==> src/rtl/scb_pkg.sv <==
// Shared decode constants and scoreboard types for the MIPS reference scoreboard.

package AluCtrlSig_pkg;
  // Primary opcodes
  localparam logic [5:0] OP_RTYPE = 6'h00;
  localparam logic [5:0] OP_J     = 6'h02;
  localparam logic [5:0] OP_BEQ   = 6'h04;
  localparam logic [5:0] OP_BNE   = 6'h05;
  localparam logic [5:0] OP_ADDI  = 6'h08;
  localparam logic [5:0] OP_LW    = 6'h23;
  localparam logic [5:0] OP_SW    = 6'h2B;
  // R-type function codes
  localparam logic [5:0] F_ADD    = 6'h20;
  localparam logic [5:0] F_SUB    = 6'h22;
  localparam logic [5:0] F_AND    = 6'h24;
  localparam logic [5:0] F_OR     = 6'h25;
  localparam logic [5:0] F_XOR    = 6'h26;
  localparam logic [5:0] F_NOR    = 6'h27;
  localparam logic [5:0] F_SLT    = 6'h2A;
endpackage

package scb_pkg;
  // How a queued entry is judged at commit
  typedef enum logic [2:0] {K_ALU, K_LW, K_SW, K_BR, K_J, K_BAD} scb_kind_t;

  // Scoreboard run state
  localparam logic [0:0] S_RUN  = 1'b0;
  localparam logic [0:0] S_HALT = 1'b1;
endpackage

==> src/rtl/scb_fifo.sv <==
// In-order synchronous FIFO for expected-result entries; pointers carry an
// extra wrap bit so full and empty are distinguishable.

module scb_fifo #(
  parameter int  DEPTH = 8,
  parameter type T     = logic [7:0]
) (
  input  logic                     clk,
  input  logic                     reset,
  input  logic                     push,
  input  logic                     pop,
  input  T                         wdata,
  output T                         rdata,
  output logic                     full,
  output logic                     empty,
  output logic [$clog2(DEPTH):0]   count
);
  localparam int AW = $clog2(DEPTH);

  logic [AW:0] wptr;
  logic [AW:0] rptr;
  logic        do_push;
  logic        do_pop;
  T            mem [DEPTH];

  assign empty   = (wptr == rptr);
  assign full    = (wptr[AW] != rptr[AW]) && (wptr[AW-1:0] == rptr[AW-1:0]);
  assign count   = wptr - rptr;
  assign do_pop  = pop && !empty;
  // A pop frees the head slot this edge, so a push is still accepted when full.
  assign do_push = push && (!full || do_pop);
  assign rdata   = mem[rptr[AW-1:0]];

  // Pointer advance; reset empties the queue
  always_ff @(posedge clk) begin
    if (reset) begin
      wptr <= '0;
      rptr <= '0;
    end else begin
      if (do_push) wptr <= wptr + 1'b1;
      if (do_pop)  rptr <= rptr + 1'b1;
    end
  end

  // Entry storage, written at the tail
  always_ff @(posedge clk) begin
    if (do_push && !reset) mem[wptr[AW-1:0]] <= wdata;
  end
endmodule

==> src/rtl/mips_scoreboard.sv <==
// Reference-model scoreboard: decodes issued instructions into expected
// results, queues them in order, and judges each CPU commit against the head.

module mips_scoreboard
  import scb_pkg::*;
  import AluCtrlSig_pkg::*;
#(
  parameter int DATA_W      = 32,
  parameter int DEPTH       = 8,
  parameter int DM_ADDR_W   = 7,
  parameter int CNT_W       = 16,
  parameter int STOP_ON_ERR = 0
) (
  input  logic              clk,
  input  logic              reset,
  input  logic              iss_valid,
  input  logic [31:0]       iss_inst,
  input  logic [DATA_W-1:0] iss_rs_value,
  input  logic [DATA_W-1:0] iss_rt_value,
  output logic              iss_ready,
  input  logic              cmt_valid,
  input  logic [DATA_W-1:0] cmt_rd_value,
  input  logic [DATA_W-1:0] cmt_lw_data,
  input  logic              cmt_taken,
  input  logic [DATA_W-1:0] cmt_target,
  output logic              op_done,
  output logic              op_err,
  output logic [5:0]        err_opcode,
  output logic [CNT_W-1:0]  pass_cnt,
  output logic [CNT_W-1:0]  fail_cnt,
  output logic              overflow,
  output logic              underflow
);
  localparam int AW = $clog2(DEPTH);

  typedef struct packed {
    logic [5:0]        opcode;
    logic [5:0]        funct;
    scb_kind_t         kind;
    logic [DATA_W-1:0] exp_val;
    logic [DATA_W-1:0] exp_target;
    logic              exp_taken;
  } scb_entry_t;

  logic [0:0]        state;
  scb_entry_t        iss_entry;
  scb_entry_t        head;
  logic              full;
  logic              empty;
  logic [AW:0]       fifo_count;
  logic              push;
  logic              pop;
  logic              match;
  logic [DATA_W-1:0] imm_sext;
  logic [DATA_W-1:0] ls_addr;
  logic [DM_ADDR_W-1:0] dm_idx;
  logic [DATA_W-1:0] shadow_mem [2**DM_ADDR_W];
  logic              unused_bits;

  assign imm_sext = {{(DATA_W-16){iss_inst[15]}}, iss_inst[15:0]};
  assign ls_addr  = iss_rs_value + imm_sext;
  assign dm_idx   = ls_addr[DM_ADDR_W+1:2];

  assign iss_ready = !full && (state == S_RUN);
  assign pop       = cmt_valid && !empty && (state == S_RUN);
  // Issue at full is taken only when the same edge retires the head; otherwise it is dropped.
  assign push      = iss_valid && (state == S_RUN) && (!full || pop);

  assign unused_bits = ^{ls_addr[DATA_W-1:DM_ADDR_W+2], ls_addr[1:0], head.funct};

  // Decode the issued instruction into its expected-result entry
  always_comb begin
    iss_entry            = '0;
    iss_entry.opcode     = iss_inst[31:26];
    iss_entry.funct      = iss_inst[5:0];
    iss_entry.kind       = K_BAD;
    case (iss_inst[31:26])
      OP_RTYPE: begin
        iss_entry.kind = K_ALU;
        case (iss_inst[5:0])
          F_ADD:   iss_entry.exp_val = iss_rs_value + iss_rt_value;
          F_SUB:   iss_entry.exp_val = iss_rs_value - iss_rt_value;
          F_AND:   iss_entry.exp_val = iss_rs_value & iss_rt_value;
          F_OR:    iss_entry.exp_val = iss_rs_value | iss_rt_value;
          F_XOR:   iss_entry.exp_val = iss_rs_value ^ iss_rt_value;
          F_NOR:   iss_entry.exp_val = ~(iss_rs_value | iss_rt_value);
          F_SLT:   iss_entry.exp_val = {{(DATA_W-1){1'b0}},
                                        ($signed(iss_rs_value) < $signed(iss_rt_value))};
          default: iss_entry.kind = K_BAD;
        endcase
      end
      OP_ADDI: begin
        iss_entry.kind    = K_ALU;
        iss_entry.exp_val = ls_addr;
      end
      OP_LW: begin
        iss_entry.kind    = K_LW;
        iss_entry.exp_val = shadow_mem[dm_idx];
      end
      OP_SW:  iss_entry.kind = K_SW;
      OP_BEQ, OP_BNE: begin
        iss_entry.kind       = K_BR;
        iss_entry.exp_taken  = (iss_inst[31:26] == OP_BEQ) ?
                               (iss_rs_value == iss_rt_value) :
                               (iss_rs_value != iss_rt_value);
        iss_entry.exp_target = {imm_sext[DATA_W-3:0], 2'b00};
      end
      OP_J: begin
        iss_entry.kind       = K_J;
        iss_entry.exp_taken  = 1'b1;
        iss_entry.exp_target = {{(DATA_W-28){1'b0}}, iss_inst[25:0], 2'b00};
      end
      default: iss_entry.kind = K_BAD;
    endcase
  end

  scb_fifo #(
    .DEPTH (DEPTH),
    .T     (scb_entry_t)
  ) u_fifo (
    .clk   (clk),
    .reset (reset),
    .push  (push),
    .pop   (pop),
    .wdata (iss_entry),
    .rdata (head),
    .full  (full),
    .empty (empty),
    .count (fifo_count)
  );

  // Judge the CPU commit against the queue head
  always_comb begin
    match = 1'b0;
    case (head.kind)
      K_ALU:   match = (cmt_rd_value == head.exp_val);
      K_LW:    match = (cmt_lw_data == head.exp_val) && (cmt_rd_value == cmt_lw_data);
      K_SW:    match = 1'b1;
      K_BR:    match = (cmt_taken == head.exp_taken) &&
                       (!cmt_taken || (cmt_target == head.exp_target));
      K_J:     match = cmt_taken && (cmt_target == head.exp_target);
      default: match = 1'b0;
    endcase
  end

  // Shadow data memory: SW writes at its issue edge, never cleared by reset
  always_ff @(posedge clk) begin
    if (push && !reset && (iss_entry.kind == K_SW)) shadow_mem[dm_idx] <= iss_rt_value;
  end

  // Registered verdict pulses, counters, sticky flags and run/halt state
  always_ff @(posedge clk) begin
    if (reset) begin
      state      <= S_RUN;
      op_done    <= 1'b0;
      op_err     <= 1'b0;
      err_opcode <= '0;
      pass_cnt   <= '0;
      fail_cnt   <= '0;
      overflow   <= 1'b0;
      underflow  <= 1'b0;
    end else begin
      op_done <= 1'b0;
      op_err  <= 1'b0;
      if (iss_valid && (state == S_RUN) && !push) overflow <= 1'b1;
      if (cmt_valid && (fifo_count == '0)) underflow <= 1'b1;
      if (pop) begin
        if (match) begin
          op_done <= 1'b1;
          if (pass_cnt != '1) pass_cnt <= pass_cnt + CNT_W'(1);
        end else begin
          op_err     <= 1'b1;
          err_opcode <= head.opcode;
          if (fail_cnt != '1) fail_cnt <= fail_cnt + CNT_W'(1);
          if (STOP_ON_ERR != 0) state <= S_HALT;
        end
      end
    end
  end
endmodule

==> config.mk <==
export PLATFORM = sky130hd
export DESIGN_NAME = mips_scoreboard
export DESIGN_NICKNAME = d
export VERILOG_FILES = /design/src/rtl/scb_pkg.sv /design/src/rtl/scb_fifo.sv /design/src/rtl/mips_scoreboard.sv
export SDC_FILE = /design/constraint.sdc
export NUM_CORES = 2
export LEC_CHECK = 0
export BUFFER_PORTS_ARGS = -buffer_cell sky130_fd_sc_hd__buf_2
export CAP_MARGIN = 0
export CORE_UTILIZATION = 30
export CTS_CLUSTER_SIZE = 24
export DETAILED_ROUTE_END_ITERATION = 10
export PLACE_DENSITY_LB_ADDON = 0.08
export SLEW_MARGIN = 20
export SYNTH_ARGS = -nofsm -noshare
export SYNTH_HDL_FRONTEND = slang
export SYNTH_MEMORY_MAX_BITS = 65536
export SYNTH_SLANG_ARGS = --single-unit
==> constraint.sdc <==
create_clock -name clk -period 14.1 [get_ports clk]
set_input_delay 2.115 -clock clk [delete_from_list [all_inputs] [get_ports clk]]
set_output_delay 2.115 -clock clk [all_outputs]
set_load 0.02 [all_outputs]
==> summary.md <==
| Metric | Value |
|---|---|
| Leak | 67.26 nW |
| Run status | finished clean |
| Max Used Layer | met5 |
| Layout cells sized above 1 | 16.21% |
| Post-Place Cell Area | 197400 um^2 |
| CTS buffer count | between 500 and 600 |
| GRT Overall Usage | 24.67% |
| DR WL/cell | 38.40 um |
| Async set-reset flop share out of synthesis | 0% |
| Hold crit path type | reg -> reg |
| DRT Pass-1 Iters | 6 |
| Max-cap violations | 0 |
| Aggregate routed wire length | 779100 um |
| Yosys cell types | between 90 and 100 |
| Fin. Hold Viols | 0 |
| Fin nets | about 12000 |
| Die H | 780.9 um |
| Vias in the first global route | 113000 |
| Synth top area cells | edfxtp_1 (77%), o22ai_1 (4.1%), nand2_1 (2.0%) |
| Die X | approximately 780 um |
| Initial antenna violation count | ~110 |
| FILL cells | 57160 |
| DRT met1 WL | 335000 um |
| Main combinational cell family by area after synthesis | compound AO/OA/AOI/OAI gates |
| Area leader, netlist | edfxtp_1 |
| Placed Instances | about 19000 |
| Post-CTS resize count | 0 |
| Endpoints failing setup | 0 |
| Post-CTS setup buffers | 0 |
| Post-synthesis xor/xnor area fraction | 0.9432% |
| Synth Cell Area | 182000 um^2 |
| Clk Tree Root Cell | clkbuf_16 |
| Worst hold path depth | 2 |
| Die Area | roughly 600000 um^2 |
| Area share of the largest cell type after synthesis | 76.69% |
| Seq/Total Area, Yosys | 77.27% |
| Pwr Density | 160.6 nW/um^2 |
| Drt drc | 0 |
| Post-route insts no fill | just over 20000 |
| Initial core utilization | 30.17% |
| Metal2 WL | 361000 um |
| Global-route wire length before repair | 1037000 um |
| Worst Setup Path Type | in -> reg |
| Main flop type after synthesis | edfxtp_1 |
| Area grow syn2layout | 17.83% |
| Commonest non-fill, non-tap cells in the layout | edfxtp_1 (4648), o22ai_1 (1180), nand2_1 (963), clkbuf_16 (540), buf_4 (468) |
| CP max FO | 37 |
| Placer Congestion | 0.8631 |
| Max-slew headroom | 13.86% |
| Setup TNS | 0 ns |
| Setup WS post-layout | 5.469 ns |
| Critical Path RT | 14.91 ns |
| Synth Net Count | 11540 |
| Crit end category | flip-flop |
| Synth Register Bits | 4701 |
| Pins over their slew limit | 0 |
| Post-synth EDFFs | between 4000 and 5000 |
| Cells after Synth | 11200 |
| Clk buf depth | 4 |
| Routed vias/inst | between 5 and 6 |
| RSZ-0062 raised after global routing | no |
| Avg Inst Size Synth | 16.25 um^2 |
| Crit path launch type | input port |
| CTS Hold Bufs | 0 |
| Largest net degree at the start of global routing | ~110 |
| Worst EP arrival | around 9.4 ns |
| Total gr overflow | 0 |
| Final period utilization | roughly 61% |
| Pwr Total | ~34 mW |
| DP HPWL | 463800 um |
| Insertion delay to the later sink of the worst-skew pair | 1.09 ns |
| Worst r2r path cells | 14 |
| IR drop worst, VDD | 133.5 uV |
| Core box area | 603400 um^2 |
| Least-Margin Pin Slew | 1.284 ns |
| Simple-gate share of the synthesized area | 6.172% |
| Final Cell Area | 214500 um^2 |
| Routed wl met3 | 58190 um |
| Post-synthesis adder-cell area fraction | less than 1% |
| # IOs | 240 |
| Synth Warn # | 0 |
| Buffers on Ports | 239 |
| Fin crit period | 8.631 ns |
| Clk slew on worst S/H paths | approximately 0.060 ns |
| Vias | ~120k |
| FP Rows | 285 |
| Post-synthesis compound-gate area fraction | 9.714% |
| Fmax | 0.1159 GHz |
| Final Skew | 0.05312 ns |
| Pre-CTS WS | roughly 4.4 ns |
| CTS tree | yes |
| Clk sinks | around 4700 |
| Antenna-violating nets left | 0 |
| Multiplexer area fraction after synthesis | 3.010% |
| 1st-iter DRT viols | 14620 |
| Commonest non-fill, non-tap cell in the layout | edfxtp_1 |
| H-tree depth | 6 |
[critical path: stages]
cell,delay [ns]
buf_2,0.12
buf_4,0.41
ha_1,0.46
o21ai_1,0.58
nor2_1,0.38
o211ai_1,0.60
buf_4,0.58
buf_4,0.64
o22ai_1,0.20
nor4_1,0.94
a211oi_2,0.46
a2111oi_1,0.87
o311ai_1,0.48
nand4_1,0.49
[kinds of logic (layout without fill, tap and decap cells)]
group	Yosys count	count (layout)
and+or+nand+nor	2401	2401
other	0	37
muxes	367	367
xor gates and xnor gates	196	196
AOI/OAI and AO/OA	2558	2558
DFF	4701	4701
adders and majority gates	143	143
buffers and inverters	832	1852
[worst paths after layout]
path / from / endpoint / slack, ns
min reg2reg: underflow$_SDFFE_PP0P_ / underflow$_SDFFE_PP0P_ / 0.49
max reg2reg: flip-flop / fail_cnt[11]$_SDFFE_PP0P_ / 7.63
min: underflow$_SDFFE_PP0P_ / underflow$_SDFFE_PP0P_ / 0.49
max: iss_inst[2] / u_fifo.mem[0][54]$_DFFE_PP_ / 5.47
[metal layers]
metal	track usage, %	vias up
met5	0	-
met4	6.951	34
met3	4.247	1025
met2	39.83	5219
met1	34.28	61990
li1	-	46940
[per-stage QoR]
stage | util [%] | hold WS, ns
2_1_floorplan | - | 0.4805
3_3_place_gp | 32.55 | 0.4589
3_5_place_dp | 32.73 | 0.4684
4_1_cts | 35.52 | 0.4926
5_1_grt | 35.53 | 0.5358
6_report | 35.54 | 0.4864
[sequential cells by signal, summed over array words and instances (netlist names), named ones only]
register	cells
shadow_mem	4096
u_fifo.mem	552
fail_cnt	16
pass_cnt	16
err_opcode	6
u_fifo.rptr	4
u_fifo.wptr	4
op_done	1
op_err	1
overflow	1
underflow	1
[Yosys cell counts (22+ instances only)]
master    instances
a211oi_1         89
a21o_1           29
a21oi_1         208
a221oi_1         27
a22oi_1          48
a311oi_1         50
a31oi_1         107
a32o_1           58
a32oi_1          71
and3_1           43
buf_1           174
buf_2           108
clkbuf_1        409
dfxtp_1          53
edfxtp_1       4648
ha_1            140
inv_1           116
mux2i_1         209
mux4_2          140
nand2_1         970
nand2b_1         22
nand3_1         275
nand4_1          84
nor2_1          419
nor2b_1          26
nor3_1          121
nor4_1          359
o211ai_1         22
o21ai_0         149
o21bai_1         24
o221ai_1        211
o22a_1           79
o22ai_1        1180
o31ai_1          22
xnor2_1          97
xor2_1           99
[final cells by class]
cell class	instances	area [um^2]	area share [%]
Antenna cell	37	92.59	0.04317
Clock buffer	653	13960	6.508
Clock inverter	298	2934	1.368
Inverter	117	439.2	0.2048
Multi-Input combinational cell	5665	39780	18.55
Sequential cell	4701	140600	65.58
Tap cell	8036	10050	4.688
Timing Repair Buffer	784	6553	3.055
[report_power, final]
part	switching, mW	leakage, nW	internal (mW)	total, mW
registers	0.0256	42.3	15.4	15.4
logic	4.08	16.7	1.34	5.42
clock network	5.90	8.21	7.71	13.6
Note: power is estimated with default switching activity, not from simulation.
